$ cat src/rtl/delivery_scheduler.sv
// Turns the shared 4-bit LFSR nibble into ball-by-ball cricket outcomes.
// It also keeps the innings totals and ends the innings on the over or wicket limit.
module delivery_scheduler #(
  parameter int ROLL_CYCLES    = 8,
  parameter int BALLS_PER_OVER = 6,
  parameter int OVERS          = 2,
  parameter int MAX_WICKETS    = 10
) (
  input  logic       clk_fpga,
  input  logic       reset,
  input  logic [3:0] rand_in,
  input  logic       bowl,
  input  logic       new_innings,
  input  logic       result_ack,
  output logic       result_valid,
  output logic [2:0] outcome_runs,
  output logic       outcome_wicket,
  output logic [8:0] score,
  output logic [3:0] wickets,
  output logic [2:0] balls_in_over,
  output logic [3:0] overs_done,
  output logic       busy,
  output logic       innings_over
);

  // state  | meaning
  // IDLE   | waiting for a bowl request
  // ROLL   | decorrelation window, counter runs up to ROLL_CYCLES-1
  // UPDATE | map captured nibble, update totals
  // SHOW   | result presented, waiting for result_ack
  // DONE   | innings finished, only reset/new_innings leave
  typedef enum logic [2:0] {
    S_IDLE   = 3'd0,
    S_ROLL   = 3'd1,
    S_UPDATE = 3'd2,
    S_SHOW   = 3'd3,
    S_DONE   = 3'd4
  } state_t;

  localparam logic [7:0] ROLL_LAST = 8'(ROLL_CYCLES - 1);
  localparam logic [2:0] BALL_LAST = 3'(BALLS_PER_OVER - 1);
  localparam logic [3:0] OVER_LIM  = 4'(OVERS);
  localparam logic [3:0] WKT_LIM   = 4'(MAX_WICKETS);

  state_t     r_state;
  state_t     w_state_nxt;
  logic [7:0] r_roll_cnt;
  logic [3:0] r_nibble;
  logic [2:0] r_runs;
  logic       r_wicket;
  logic [8:0] r_score;
  logic [3:0] r_wickets;
  logic [2:0] r_balls;
  logic [3:0] r_overs;

  logic [2:0] w_runs;
  logic       w_wicket;
  logic [9:0] w_score_sum;
  logic [8:0] w_score_nxt;
  logic       w_roll_end;

  assign w_roll_end = (r_roll_cnt == ROLL_LAST);

  always_comb begin
    w_runs   = 3'd0;
    w_wicket = 1'b0;
    if (r_nibble <= 4'd2)       w_runs = 3'd0;
    else if (r_nibble <= 4'd6)  w_runs = 3'd1;
    else if (r_nibble <= 4'd8)  w_runs = 3'd2;
    else if (r_nibble == 4'd9)  w_runs = 3'd3;
    else if (r_nibble <= 4'd11) w_runs = 3'd4;
    else if (r_nibble <= 4'd13) w_runs = 3'd6;
    else                        w_wicket = 1'b1;
  end

  assign w_score_sum = {1'b0, r_score} + {7'd0, w_runs};
  assign w_score_nxt = w_score_sum[9] ? 9'd511 : w_score_sum[8:0];

  always_comb begin
    w_state_nxt = r_state;
    case (r_state)
      S_IDLE:   if (bowl) w_state_nxt = S_ROLL;
      S_ROLL:   if (w_roll_end) w_state_nxt = S_UPDATE;
      S_UPDATE: w_state_nxt = S_SHOW;
      S_SHOW: begin
        // limits are checked on the totals already updated for this ball
        if (result_ack)
          w_state_nxt = ((r_wickets == WKT_LIM) || (r_overs == OVER_LIM)) ? S_DONE : S_IDLE;
      end
      S_DONE:   w_state_nxt = S_DONE;
      default:  w_state_nxt = S_IDLE;
    endcase
  end

  always_ff @(posedge clk_fpga) begin
    if (reset || new_innings) begin
      r_state    <= S_IDLE;
      r_roll_cnt <= 8'd0;
      r_nibble   <= 4'd0;
      r_runs     <= 3'd0;
      r_wicket   <= 1'b0;
      r_score    <= 9'd0;
      r_wickets  <= 4'd0;
      r_balls    <= 3'd0;
      r_overs    <= 4'd0;
    end else begin
      r_state <= w_state_nxt;
      case (r_state)
        S_IDLE: if (bowl) r_roll_cnt <= 8'd0;
        S_ROLL: begin
          r_roll_cnt <= r_roll_cnt + 8'd1;
          if (w_roll_end) r_nibble <= rand_in;
        end
        S_UPDATE: begin
          r_runs   <= w_runs;
          r_wicket <= w_wicket;
          r_score  <= w_score_nxt;
          if (w_wicket) r_wickets <= r_wickets + 4'd1;
          if (r_balls == BALL_LAST) begin
            r_balls <= 3'd0;
            r_overs <= r_overs + 4'd1;
          end else begin
            r_balls <= r_balls + 3'd1;
          end
        end
        default: ;
      endcase
    end
  end

  assign result_valid   = (r_state == S_SHOW);
  assign busy           = (r_state == S_ROLL) || (r_state == S_UPDATE) || (r_state == S_SHOW);
  assign innings_over   = (r_state == S_DONE);
  assign outcome_runs   = r_runs;
  assign outcome_wicket = r_wicket;
  assign score          = r_score;
  assign wickets        = r_wickets;
  assign balls_in_over  = r_balls;
  assign overs_done     = r_overs;

endmodule

$ cat config.mk
export PLATFORM = sky130hd
export DESIGN_NAME = delivery_scheduler
export DESIGN_NICKNAME = d
export VERILOG_FILES = /design/src/rtl/delivery_scheduler.sv
export SDC_FILE = /design/constraint.sdc
export NUM_CORES = 1
export LEC_CHECK = 0
export ABC_AREA = 1
export BUFFER_PORTS_ARGS = -buffer_cell sky130_fd_sc_hd__buf_2
export CORE_MARGIN = 5
export CORE_UTILIZATION = 45
export CTS_BUF_LIST = sky130_fd_sc_hd__clkbuf_4 sky130_fd_sc_hd__clkbuf_8
export DETAILED_ROUTE_END_ITERATION = 16
export PLACE_DENSITY = 0.68
export SYNTH_ARGS = -nofsm -noshare
export SYNTH_HDL_FRONTEND = slang
export SYNTH_SLANG_ARGS = --single-unit
export TNS_END_PERCENT = 10
$ cat constraint.sdc
create_clock -name clk_fpga -period 3.55 [get_ports clk_fpga]
set_input_delay 0.1775 -clock clk_fpga [delete_from_list [all_inputs] [get_ports clk_fpga]]
set_output_delay 0.1775 -clock clk_fpga [all_outputs]
set_load 0.01 [all_outputs]
Yosys cells after proc, flatten, opt, wreduce, memory -nomap -nowiden

Index checks and enable logic that the tools add are counted.

$add $sub $neg: 5
$lt $le $gt $ge: 5
Eq/ne operators: 12
Muxes and demuxes: 21
Reductions and logical operators: 11

Operators by type and width:

| cell                                                                  | number |
|---|---|
| 3-bit 2-to-1 mux                                                      | 11 |
| 8-bit case mux with 2 select lines                                    | 1 |
| 3-bit case mux with 5 select lines                                    | 1 |
| 4-bit <= comparator, second input constant                            | 3 |
| 9-bit by 3-bit adder with 10-bit output                               | 1 |
| 9-bit 2-to-1 mux                                                      | 1 |
| 4-bit by 1-bit adder with 4-bit output, second input constant         | 2 |
| 8-bit by 1-bit adder with 8-bit output, second input constant         | 1 |
| 4-bit equality test, second input constant                            | 2 |
| 8-bit by 3-bit equality test with 1-bit output, second input constant | 1 |
| 8-bit 2-to-1 mux                                                      | 1 |
| 2-bit AND reduction                                                   | 4 |
| 3-bit by 2-bit equality test with 1-bit output, second input constant | 2 |
| 3-bit equality test, second input constant                            | 2 |
| 1-bit 2-to-1 mux                                                      | 6 |
| 2-bit != test, second input constant                                  | 3 |
| 4-bit by 2-bit equality test with 1-bit output, second input constant | 1 |
| 4-bit by 2-bit <= comparator with 1-bit output, second input constant | 1 |
| 4-bit by 3-bit <= comparator with 1-bit output, second input constant | 1 |
| 1-bit logical OR                                                      | 4 |
| 3-bit by 1-bit adder with 3-bit output, second input constant         | 1 |
| 3-bit by 1-bit equality test with 1-bit output, second input constant | 1 |
| 3-bit logical NOT                                                     | 1 |
| 3-bit AND reduction                                                   | 1 |
| 2-bit nonzero test                                                    | 1 |

Register bits after elaboration: 39
Input port bits: 9
Output and inout port bits: 27
Word-level logic and storage cells: 63

Depth between registers and ports, before layout

Gate-level depths: netlist of the first run.

Depth after elaboration: 9
Gate-level depth with buffers: 16
Gate-level depth less buffers: 16

Worst setup path before layout of the first run

Ideal clock, no wire load.

Kind: register -> register
From: register r_nibble[1]
To: register r_score[4] (netlist: score[4])
Library setup time: 132 ps
Arrival time: 1769 ps
Required time: 3418 ps
Slack: 1648 ps
Cell stages (with the launch flop): 15
Buffers on the path: 0
Clock period less this slack: 1902 ps
Cells stage by stage: dfxtp_1 > nand2_1 > inv_1 > a21oi_1 > o21ai_0 > nand2_1 > ha_1 > inv_1 > fa_1 > inv_1 > a21oi_1 > nor2_2 > nand3_1 > nand2_1 > a21oi_1

Elaborated cells between the ends (all ways): 14
Those cells by class: add/sub (1); order compare (5); eq/ne (1); mux (7)

RTL lines:

| element                                     | line | source |
|---|---|---|
| start, declared                             | 48   | `logic [3:0] r_nibble;` |
| start signal, assigned                      | 112  | `if (w_roll_end) r_nibble <= rand_in;` |
| 4-bit <= comparator                         | 71   | `else if (r_nibble <= 4'd11) w_runs = 3'd4;` |
| 3-bit 2-to-1 mux                            | 71   |  |
| 3-bit 2-to-1 mux                            | 70   | `else if (r_nibble == 4'd9) w_runs = 3'd3;` |
| 3-bit 2-to-1 mux                            | 69   | `else if (r_nibble <= 4'd8) w_runs = 3'd2;` |
| 3-bit 2-to-1 mux                            | 68   | `else if (r_nibble <= 4'd6) w_runs = 3'd1;` |
| 3-bit 2-to-1 mux (*)                        | 67   | `if (r_nibble <= 4'd2) w_runs = 3'd0;` |
| named net w_runs[0]                         | 56   | `logic [2:0] w_runs;` |
| 9-bit by 3-bit adder with 10-bit output (*) | 76   | `assign w_score_sum = {1'b0, r_score} + {7'd0, w_runs};` |
| 9-bit 2-to-1 mux (*)                        | 77   | `assign w_score_nxt = w_score_sum[9] ? 9'd511 : w_score_sum[8:0];` |
| end signal, assigned                        | 117  | `r_score <= w_score_nxt;` |
| end, declared                               | 51   | `logic [8:0] r_score;` |

The timed path passes the listed nets; every way through them passes the cells marked *.
A chain may end at the register's enable or synchronous reset.

Worst setup path in the final report of the first run

From: register r_nibble[1]
To: register r_score[6] (netlist: score[6])

The elaborated chain is that of the path after synthesis.

==> flow_summary_export.csv, run 1 <==
group,metric,value,unit
clock_network,cts-root-buf,"clkbuf_8",
global_routing,first_global_vias,1764,
yosys,muxShareOfSynthArea,0,
floorplan,fp-row-count,24,
status,status,"complete, no violations",
floorplan,die_x,77.2,um
worst_hold_path,min-delay-start,"rand_in[1]",
critical_path,cp.arrival,2.35,ns
critical_path,path_class,"reg2reg",
power,powerDensity,355,nW/um^2
critical_path,crit_start,"r_nibble[1]$_SDFFE_PP0P_",
yosys,synth_area_leaders,"dfxtp_1 (38%), nand2_1 (10%), inv_1 (8.3%)",
clock_network,hold_buffers,0,
place,routabilityCongestion,0.846,
yosys,ys_types,27,
yosys,avgSynthCellArea,6.93,um^2
yosys,synth_top_family_by_area,"simple AND/OR/NAND/NOR gates",
yosys,synth_top_area_share,0.384,
yosys,synth_compound_area_frac,0.141,
yosys,netlist_area,2030,um^2
clock_network,cts_tree,"done",
timing,hold_violations,0,
clock_network,clock_path_buffers,2,
cells_and_area,final_area,2360,um^2
timing,fin_crit,2.13,ns
routing,dr.pass1.iters,4,
yosys,synthAdderAreaFrac,0.0591,
critical_path,worstSetupEndpointType,"flop",
timing,finClkSkew,0.0104,ns
floorplan,core,4350,um^2
timing,rsz0062_at_grt,"no",
timing,fin_setup_tns,0,ns
yosys,ys_warn_count,0,
place,post-dp-hpwl,3.28,mm
place,io_buffers,35,
global_routing,grt_util_met2,0.253,
cells_and_area,fin_nets,350,
routing,drtIter0Drc,65,
timing,finalSetupViolCount,0,
cells_and_area,drive_gt1_frac,0.165,
yosys,synth-simple-area-share,0.311,
floorplan,start_util,0.466,
routing,viasPerCell,4.95,
critical_path,critPathRequiredTime,3.78,ns
clock_network,tritoncts.num_buffers,5,
yosys,synth_fp_nets,311,
global_routing,grt-ovfl-total,0,
critical_path,path_max_fanout,5,
global_routing,grt_busiest_layer,"met2",
timing,whs,0.140,ns
global_routing,met1_usage,0.196,
yosys,yosysSeqAreaShare,0.384,
clock_network,htreeDepth,2,
floorplan,die_y,77.2,um
global_routing,grt_max_degree,25,
yosys,netlist.top_cell.by_area,"dfxtp_1",
critical_path,reg2reg_setup_slack,1.42,ns
clock_network,worstSkewPairLatency,0.29,ns
yosys,synth_edf_count,0,
power,cellLeakagePower,1.06,nW
critical_path,r2r_start,"r_nibble[1]$_SDFFE_PP0P_",
global_routing,grt_usage,0.156,
cells_and_area,n_antenna_cell,0,
timing,slew_headroom,0.655,
routing,ant_nets,0,
timing,fin_crit_sh,0.599,
yosys,syn_inst,293,
worst_hold_path,hold_path.class,"in2reg",
routing,wire_per_inst,11.5,um
power,vdd_drop_max,0.000171,V
yosys,synth-seq-cells,39,
critical_path,start_kind,"flop",
global_routing,antenna_found_initial,0,
clock_network,clkSinkCount,39,
global_routing,grt_pass1_wl,7.77,mm
place,placed_area,2260,um^2
job,cap_violations,0,
clock_network,cts_setup_buffers,0,
timing,finalMaxSlewViolations,0,
floorplan,io_pins,36,
routing,vias,1907,
yosys,synth_common_cells,"nand2_1 (55), inv_1 (45), dfxtp_1 (39)",
yosys,ys.flop_type,"dfxtp_1",
cells_and_area,areaGrowthSynthToFinish,16.2,%
routing,routed_wl,4.44,mm
timing,max_freq,0.470,GHz
floorplan,dieArea,5960,um^2
yosys,synth_xor_area_frac,0.00431,
global_routing,use_met3,0.0410,
routing,drc,0,
clock_network,clk_pin_slew,0.08,ns
timing,worstMarginPinSlew,0.517,ns
clock_network,cts_resized,0,
yosys,yosysMostFrequentCell,"nand2_1",
yosys,ys_async_sr_fraction,0,
## cells by family (layout without fill, tap and decap cells)
logic type	count (synthesis)	after routing
AND/OR/NAND/NOR	136	136
AO/OA/AOI/OAI	56	56
buffers and inverters	52	92
flip-flops	39	39
adder cells (fa/ha/maj)	9	9
XOR/XNOR	1	1
## layer usage
layer  wire [um]  vias to the layer above
met5           0                        -
met4          59                        0
met3         212                        5
met2        2000                       32
met1        2170                      837
li1            -                     1033
## sequential cells by signal (all words and copies together), names as in the netlist
register,count
score,9
r_roll_cnt,8
overs_done,4
r_nibble,4
wickets,4
balls_in_over,3
outcome_runs,3
r_state,3
outcome_wicket,1
## placed cells by master (no fill, tap or decap)
master,Yosys,final
fa_1,1,1
nor2_2,3,3
nand2_2,1,1
clkbuf_4,0,1
o31ai_1,1,1
nor3_4,1,1
o22ai_1,1,1
inv_2,2,2
nor3b_1,1,1
nand3b_1,1,1
inv_1,45,45
o21ai_0,25,25
dfxtp_1,39,39
nor3_1,8,8
xor2_1,1,1
clkinv_1,1,1
nor2_1,33,33
nand4_1,5,5
nor2_4,2,2
nand3_2,1,1
a21oi_1,27,27
buf_2,0,35
nand3_1,24,24
nand2_1,55,55
nand4_4,1,1
ha_1,8,8
buf_4,0,1
clkbuf_8,0,7
a31oi_1,2,2
## metrics by stage
step / std cells / utilization / power (mW) / setup WS [ns]
after floorplan: 293 / - / 0.489 / 1.65
after global placement: 377 / 0.518 / 0.504 / 1.49
after detailed placement: 377 / 0.518 / 0.505 / 1.43
after CTS: 385 / 0.542 / 0.846 / 1.42
after global routing: 385 / 0.542 / 0.869 / 1.15
final: 385 / 0.542 / 0.837 / 1.42
## final cells by class
cell class / count / area, um^2
Timing Repair Buffer: 36 / 183
Multi-Input combinational cell: 202 / 1050
Inverter: 48 / 180
Sequential cell: 39 / 781
Fill cell: 442 / 1990
Tap cell: 52 / 65.1
Clock buffer: 8 / 104
## power breakdown
group	internal (mW)	leakage, nW	switching (mW)
registers	0.440	0.314	0.00374
logic	0.0159	0.688	0.0340
clock network	0.185	0.0549	0.158
total	0.641	1.06	0.196
## worst max-delay path, cell delays in order, from the launching register on
cell and delay (ns):
dfxtp_1 0.35, nand2_1 0.08, inv_1 0.04, a21oi_1 0.15, o21ai_0 0.11, nand2_1 0.08
ha_1 0.16, inv_1 0.06, fa_1 0.39, inv_1 0.09, a21oi_1 0.07, nor2_2 0.19
nand2_1 0.08, nand2_1 0.06, nand2_1 0.04, a21oi_1 0.10
## final timing paths
path	to	cells after the start
hold / removal	r_nibble[1]$_SDFFE_PP0P_	3
setup reg to reg	score[6]$_SDFFE_PP0P_	15
setup / recovery	score[6]$_SDFFE_PP0P_	15
hold reg to reg	outcome_runs[2]$_SDFFE_PP0P_	2
(Power assumes the default switching activity.)
==> inputs of run 2 (changes only) <==
Settings changed: PLACE_DENSITY 0.68 to 0.71.
Clock period 3.55 ns to 1.9 ns, I/O delays scaled along.
==> run 2 against run 1 <==
  * The run now ends with setup timing left
  * Final area rose by 5.9%
  * First-iteration DRC count rose by 52%
  * Flip-flop and latch count did not move
  * Sequential share of layout area fell by 1.8 points
  * Hold slack got worse by 0.089 ns
  * Combinational power rose by 91%
  * Core utilization rose by 3.2 points
  * Via count rose by 6.7%
  * Fmax rose by 6.4%
  * Routed wire length rose by 6.5%
  * Count of clock-buffer cells in the layout fell by 1
  * Non-clock buffer count rose by 14
  * Highest routed layer unchanged
==> flow_summary_export.csv, run 2 (synthesized netlist as in run 1, its figures left out) <==
group,metric,value,unit
critical_path,start_kind,"flop",
routing,drc,0,
cells_and_area,n_antenna_cell,0,
floorplan,die_x,77.2,um
timing,worstMarginPinSlew,0.547,ns
power,vdd_drop_max,0.000309,V
critical_path,worstSetupEndpointType,"flop",
cells_and_area,mostFrequentLayoutCells,"nand2_1 (53), inv_1 (42), dfxtp_1 (38)",
critical_path,cp.arrival,2.16,ns
cells_and_area,final_core_util,0.574,
floorplan,io_pins,36,
global_routing,first_global_vias,1913,
clock_network,clock_path_buffers,2,
timing,worst_slack,-0.0997,ns
cells_and_area,fin_nets,364,
status,status,"finished, violations left",
place,routabilityCongestion,0.870,
critical_path,slowest_stage,"fa_2",
clock_network,tritoncts.num_buffers,5,
routing,dr.pass1.iters,4,
timing,slew_headroom,0.635,
place,dp_slack,-0.159,ns
power,p_clk_frac,0.379,
power,p_sw,0.349,mW
timing,rsz0062_at_grt,"yes",
clock_network,clk_pin_slew,0.07,ns
clock_network,worstSkewPairLatency,0.29,ns
floorplan,fp-row-count,24,
global_routing,grt-ovfl-total,0,
worst_hold_path,hold_path.class,"in2reg",
place,post-dp-hpwl,3.39,mm
cells_and_area,instances_no_fill,399,
place,io_buffers,35,
place,placed_area,2280,um^2
power,switching_share,0.235,
clock_network,htreeDepth,2,
power,seq_power_share,0.557,
routing,wire_per_inst,11.9,um
routing,vias,2034,
global_routing,antenna_found_initial,0,
job,cap_violations,0,
cells_and_area,final_common_cell,"nand2_1",
critical_path,path_class,"reg2reg",
global_routing,grt_max_degree,24,
power,cellLeakagePower,1.13,nW
cells_and_area,largest_reg_flops,9,
floorplan,die_y,77.2,um
timing,finClkSkew,0.00496,ns
routing,routed_wl,4.73,mm
power,pwr-share-comb,0.064,
cells_and_area,final_area,2500,um^2
clock_network,cts_tree,"done",
critical_path,crit_start,"r_nibble[1]$_SDFFE_PP0P_",
global_routing,grt_usage,0.165,
routing,drtIter0Drc,99,
floorplan,dieArea,5960,um^2
timing,hold_violations,0,
worst_hold_path,min-delay-start,"rand_in[2]",
clock_network,cts-root-buf,"clkbuf_8",
critical_path,path_cells,"nand2_2, inv_2, a21oi_2, o21ai_1, nand2_1, ha_2, inv_2, fa_2, inv_2, a21oi_2, nor2_4, nand3_1, nand2_1, a21oi_2",
timing,whs,0.0506,ns
timing,max_freq,0.500,GHz
floorplan,start_util,0.466,
clock_network,clkSinkCount,39,
floorplan,core,4350,um^2
power,powerDensity,595,nW/um^2
critical_path,r2r_start,"r_nibble[1]$_SDFFE_PP0P_",
routing,viasPerCell,5.10,
timing,fin_crit,2.00,ns
place,dp_cells,380,
critical_path,critPathRequiredTime,2.06,ns
timing,finalSetupViolCount,4,
cells_and_area,areaGrowthSynthToFinish,23.1,%
cells_and_area,drive_gt1_frac,0.239,
timing,finalMaxSlewViolations,0,
routing,ant_nets,0,
status,failed_checks,"setup timing",
power,power.internal,1.14,mW
timing,fin_crit_sh,1.05,
critical_path,slowest_delay,0.37,ns
global_routing,grt_pass1_wl,8.19,mm
critical_path,path_max_fanout,5,
## run 2: changes by cell type in the layout (fill, tap and decap cells not counted), sizes merged
| cell | previous run | this run |
|---|---|---|
| clkbuf | 8 | 7 |
| buf | 36 | 50 |
| clkinv | 1 | 2 |
## run 2: critical path: cells and delay by family, from the launching register on
kind / cells / cell delay (ns)
DFF: 1 / 0.35
buffers and inverters: 3 / 0.15
AOI/OAI and AO/OA: 4 / 0.31
and+or+nand+nor: 5 / 0.49
adders and majority gates: 2 / 0.56
## run 2: through the flow
step / setup TNS, ns / power [mW]
3_5_place_dp: -0.414 / 0.943
3_3_place_gp: -0.193 / 0.942
4_1_cts: -0.180 / 1.51
6_report: -0.289 / 1.49
5_1_grt: -1.49 / 1.56
2_1_floorplan: 0 / 0.914
## run 2: area by class of cell
class | instances | area [um^2]
Clock buffer | 7 | 83.8
Clock inverter | 1 | 5.00
Fill cell | 413 | 1850
Inverter | 48 | 180
Multi-Input combinational cell | 202 | 1100
Sequential cell | 39 | 782
Tap cell | 52 | 65.1
Timing Repair Buffer | 50 | 288
## run 2: power by group through the flow
| stage | Clock [mW] | Sequential (mW) | Combinational [mW] |
|---|---|---|---|
| after floorplan | 0 | 0.849 | 0.0650 |
| after global placement | 0 | 0.848 | 0.0935 |
| after detailed placement | 0 | 0.848 | 0.0942 |
| after CTS | 0.585 | 0.829 | 0.0949 |
| after global routing | 0.621 | 0.830 | 0.109 |
| final | 0.563 | 0.829 | 0.0955 |
## run 2: what timing repair did
item,in CTS,in global routing
setup endpoints to repair,4,10
resized for setup,10,6
setup buffers,8,3
hold buffers,0,0
pin swaps,2,4
## run 2: path summary, 6_finish.rpt
kind	end	slack [ns]	depth (start not counted)
worst min-delay path	r_nibble[2]$_SDFFE_PP0P_	0.05	3
worst max register to register	score[6]$_SDFFE_PP0P_	-0.1	14
worst min register to register	outcome_runs[2]$_SDFFE_PP0P_	0.48	2
worst max-delay path	score[6]$_SDFFE_PP0P_	-0.1	14
## run 2: routing by layer
metal	part of all wire	vias to the layer above	track usage
li1	-	1060	-
met1	0.45	914	0.197
met2	0.48	55	0.273
met3	0.062	5	0.0504
met4	0.010	0	0.0636
met5	0	-	0
==> inputs of run 3 (changes only) <==
Settings changed: CORE_UTILIZATION 45 to 52, PLACE_DENSITY 0.71 to 0.8.
==> run 3 against run 2 <==
  * The flow still finishes with violations (setup timing)
  * Clock skew decreased by 0.0035 ns
  * Worst setup slack got worse by 0.028 ns
  * Non-clock buffer count decreased by 4
  * Cell count decreased by 2.0%
  * Register-to-register slack got worse by 0.03 ns
  * Sequential share of layout area increased by 0.27 points
  * Final area decreased by 0.85%
  * First-iteration DRC count decreased by 5.1%
  * Routed wire length decreased by 5.3%
  * Die area decreased by 12%
  * Via count decreased by 2.3%
  * Combinational power increased by 3.6%
  * Largest cell class unchanged
  * Largest power group unchanged
==> flow_summary_export.csv, run 3 (synthesized netlist as in run 1, its figures left out) <==
group,metric,value,unit
critical_path,start_kind,"flop",
critical_path,r2r_start,"r_nibble[1]$_SDFFE_PP0P_",
routing,routed_wl,4.48,mm
place,dp_cells,383,
critical_path,reg2reg_setup_slack,-0.13,ns
cells_and_area,drive_gt1_frac,0.224,
timing,hold_violations,0,
cells_and_area,instances_no_fill,391,
critical_path,path_max_fanout,5,
routing,ant_nets,0,
power,vdd_drop_max,0.000456,V
cells_and_area,largest_reg_flops,9,
critical_path,crit_start,"r_nibble[1]$_SDFFE_PP0P_",
global_routing,grt_pass1_wl,7.40,mm
timing,finalSetupViolCount,4,
routing,highest_layer,"met4",
power,cellLeakagePower,1.11,nW
place,dp_slack,-0.165,ns
timing,worst_slack,-0.128,ns
floorplan,die_x,72.5,um
power,switching_share,0.230,
global_routing,grt-ovfl-total,0,
status,status,"finished, violations left",
global_routing,first_global_vias,1755,
critical_path,worstSetupEndpointType,"flop",
timing,finClkSkew,0.00148,ns
floorplan,die_y,72.5,um
floorplan,fp-row-count,22,
clock_network,cts-root-buf,"clkbuf_8",
power,seq_power_share,0.531,
global_routing,grt_usage,0.177,
job,cap_violations,0,
routing,drtIter0Drc,94,
critical_path,cp.arrival,2.25,ns
cells_and_area,mostFrequentLayoutCells,"nand2_1 (53), inv_1 (43), dfxtp_1 (38)",
critical_path,critPathRequiredTime,2.12,ns
place,io_buffers,35,
clock_network,clkSinkCount,39,
cells_and_area,fin_nets,360,
routing,drc,0,
cells_and_area,n_antenna_cell,0,
floorplan,core,3720,um^2
routing,route.met3.wl,304,um
power,powerDensity,630,nW/um^2
cells_and_area,final_common_cell,"nand2_1",
status,failed_checks,"setup timing",
timing,slew_headroom,0.628,
routing,met1_length,2.03,mm
routing,route.met2.wl,2.09,mm
cells_and_area,num-fill-cells,339,
clock_network,clock_path_buffers,2,
timing,worstMarginPinSlew,0.557,ns
critical_path,path_class,"reg2reg",
clock_network,clk_pin_slew,0.07,ns
clock_network,cts_tree,"done",
routing,vias,1987,
clock_network,cts_setup_buffers,0,
routing,dr.pass1.iters,4,
timing,max_freq,0.493,GHz
timing,fin_crit_sh,1.07,
routing,wire_per_inst,11.5,um
timing,rsz0062_at_grt,"yes",
worst_hold_path,min-delay-start,"rand_in[3]",
floorplan,start_util,0.546,
timing,finalMaxSlewViolations,0,
worst_hold_path,hold_path.class,"in2reg",
floorplan,dieArea,5250,um^2
power,pwr-share-comb,0.063,
global_routing,antenna_found_initial,0,
clock_network,tritoncts.num_buffers,5,
power,p_sw,0.359,mW
cells_and_area,final_core_util,0.667,
global_routing,grt_max_degree,17,
clock_network,worstSkewPairLatency,0.29,ns
floorplan,io_pins,36,
cells_and_area,areaGrowthSynthToFinish,22.1,%
place,post-dp-hpwl,3.40,mm
power,p_clk_frac,0.405,
clock_network,htreeDepth,2,
routing,viasPerCell,5.08,
timing,fin_crit,2.03,ns
power,power.internal,1.20,mW
clock_network,hold_buffers,0,
timing,fin_setup_tns,-0.358,ns
place,routabilityCongestion,0.840,
[run 3: changes by cell type in the layout (fill, tap and decap cells not counted), sizes merged]
| cell | delta |
|---|---|
| clkbuf | +1 |
| buf | -4 |
| clkinv | -1 |
[run 3: routing by layer]
metal	vias up	global-route usage
li1	1045	-
met1	878	0.220
met2	57	0.296
met3	7	0.0485
met4	0	0.0594
met5	-	0
[run 3: final timing paths]
check,endpoint,cells past startpoint
worst max-delay path,score[4]$_SDFFE_PP0P_,15
worst max register to register,score[4]$_SDFFE_PP0P_,15
worst min-delay path,r_nibble[3]$_SDFFE_PP0P_,3
worst min register to register,outcome_runs[2]$_SDFFE_PP0P_,2
[run 3: power groups by stage]
stage	Combinational (mW)	Clock, mW	Sequential [mW]
after floorplan	0.0650	0	0.849
after global placement	0.0965	0	0.848
after detailed placement	0.0986	0	0.848
after CTS	0.0983	0.646	0.829
after global routing	0.111	0.684	0.830
final	0.0989	0.632	0.829
[run 3: metrics by stage]
stage	power [mW]	hold slack (ns)	area (um^2)
global route	1.62	0.0414	2480
detailed placement	0.947	0.354	2340
CTS	1.57	0.0458	2450
finish	1.56	0.0478	2480
global placement	0.945	0.343	2340
floorplan	0.914	0.259	2030
[run 3: final cells by class]
| cell class | instances | area (um^2) | area share |
|---|---|---|---|
| Multi-Input combinational cell | 202 | 1080 | 0.437 |
| Timing Repair Buffer | 46 | 270 | 0.109 |
| Tap cell | 48 | 60.1 | 0.0242 |
| Clock buffer | 8 | 104 | 0.0419 |
| Inverter | 48 | 180 | 0.0727 |
| Sequential cell | 39 | 782 | 0.315 |
[run 3: worst max-delay path: stages, from the launching register on]
cell and delay [ns]:
dfxtp_2 0.34, nand2_2 0.07, inv_2 0.04, a21oi_2 0.15, o21ai_1 0.09, nand2_1 0.09, ha_2 0.18, inv_1 0.05
fa_2 0.37, inv_2 0.07, a21oi_2 0.06, nor2_4 0.14, nand2_2 0.06, nand2_1 0.06, nand2_1 0.06, a21oi_2 0.13
[run 3: what timing repair did]
action | 4_1_cts | 5_1_grt
pin swaps | 1 | 7
resized for setup | 4 | 9
setup endpoints to repair | 7 | 7
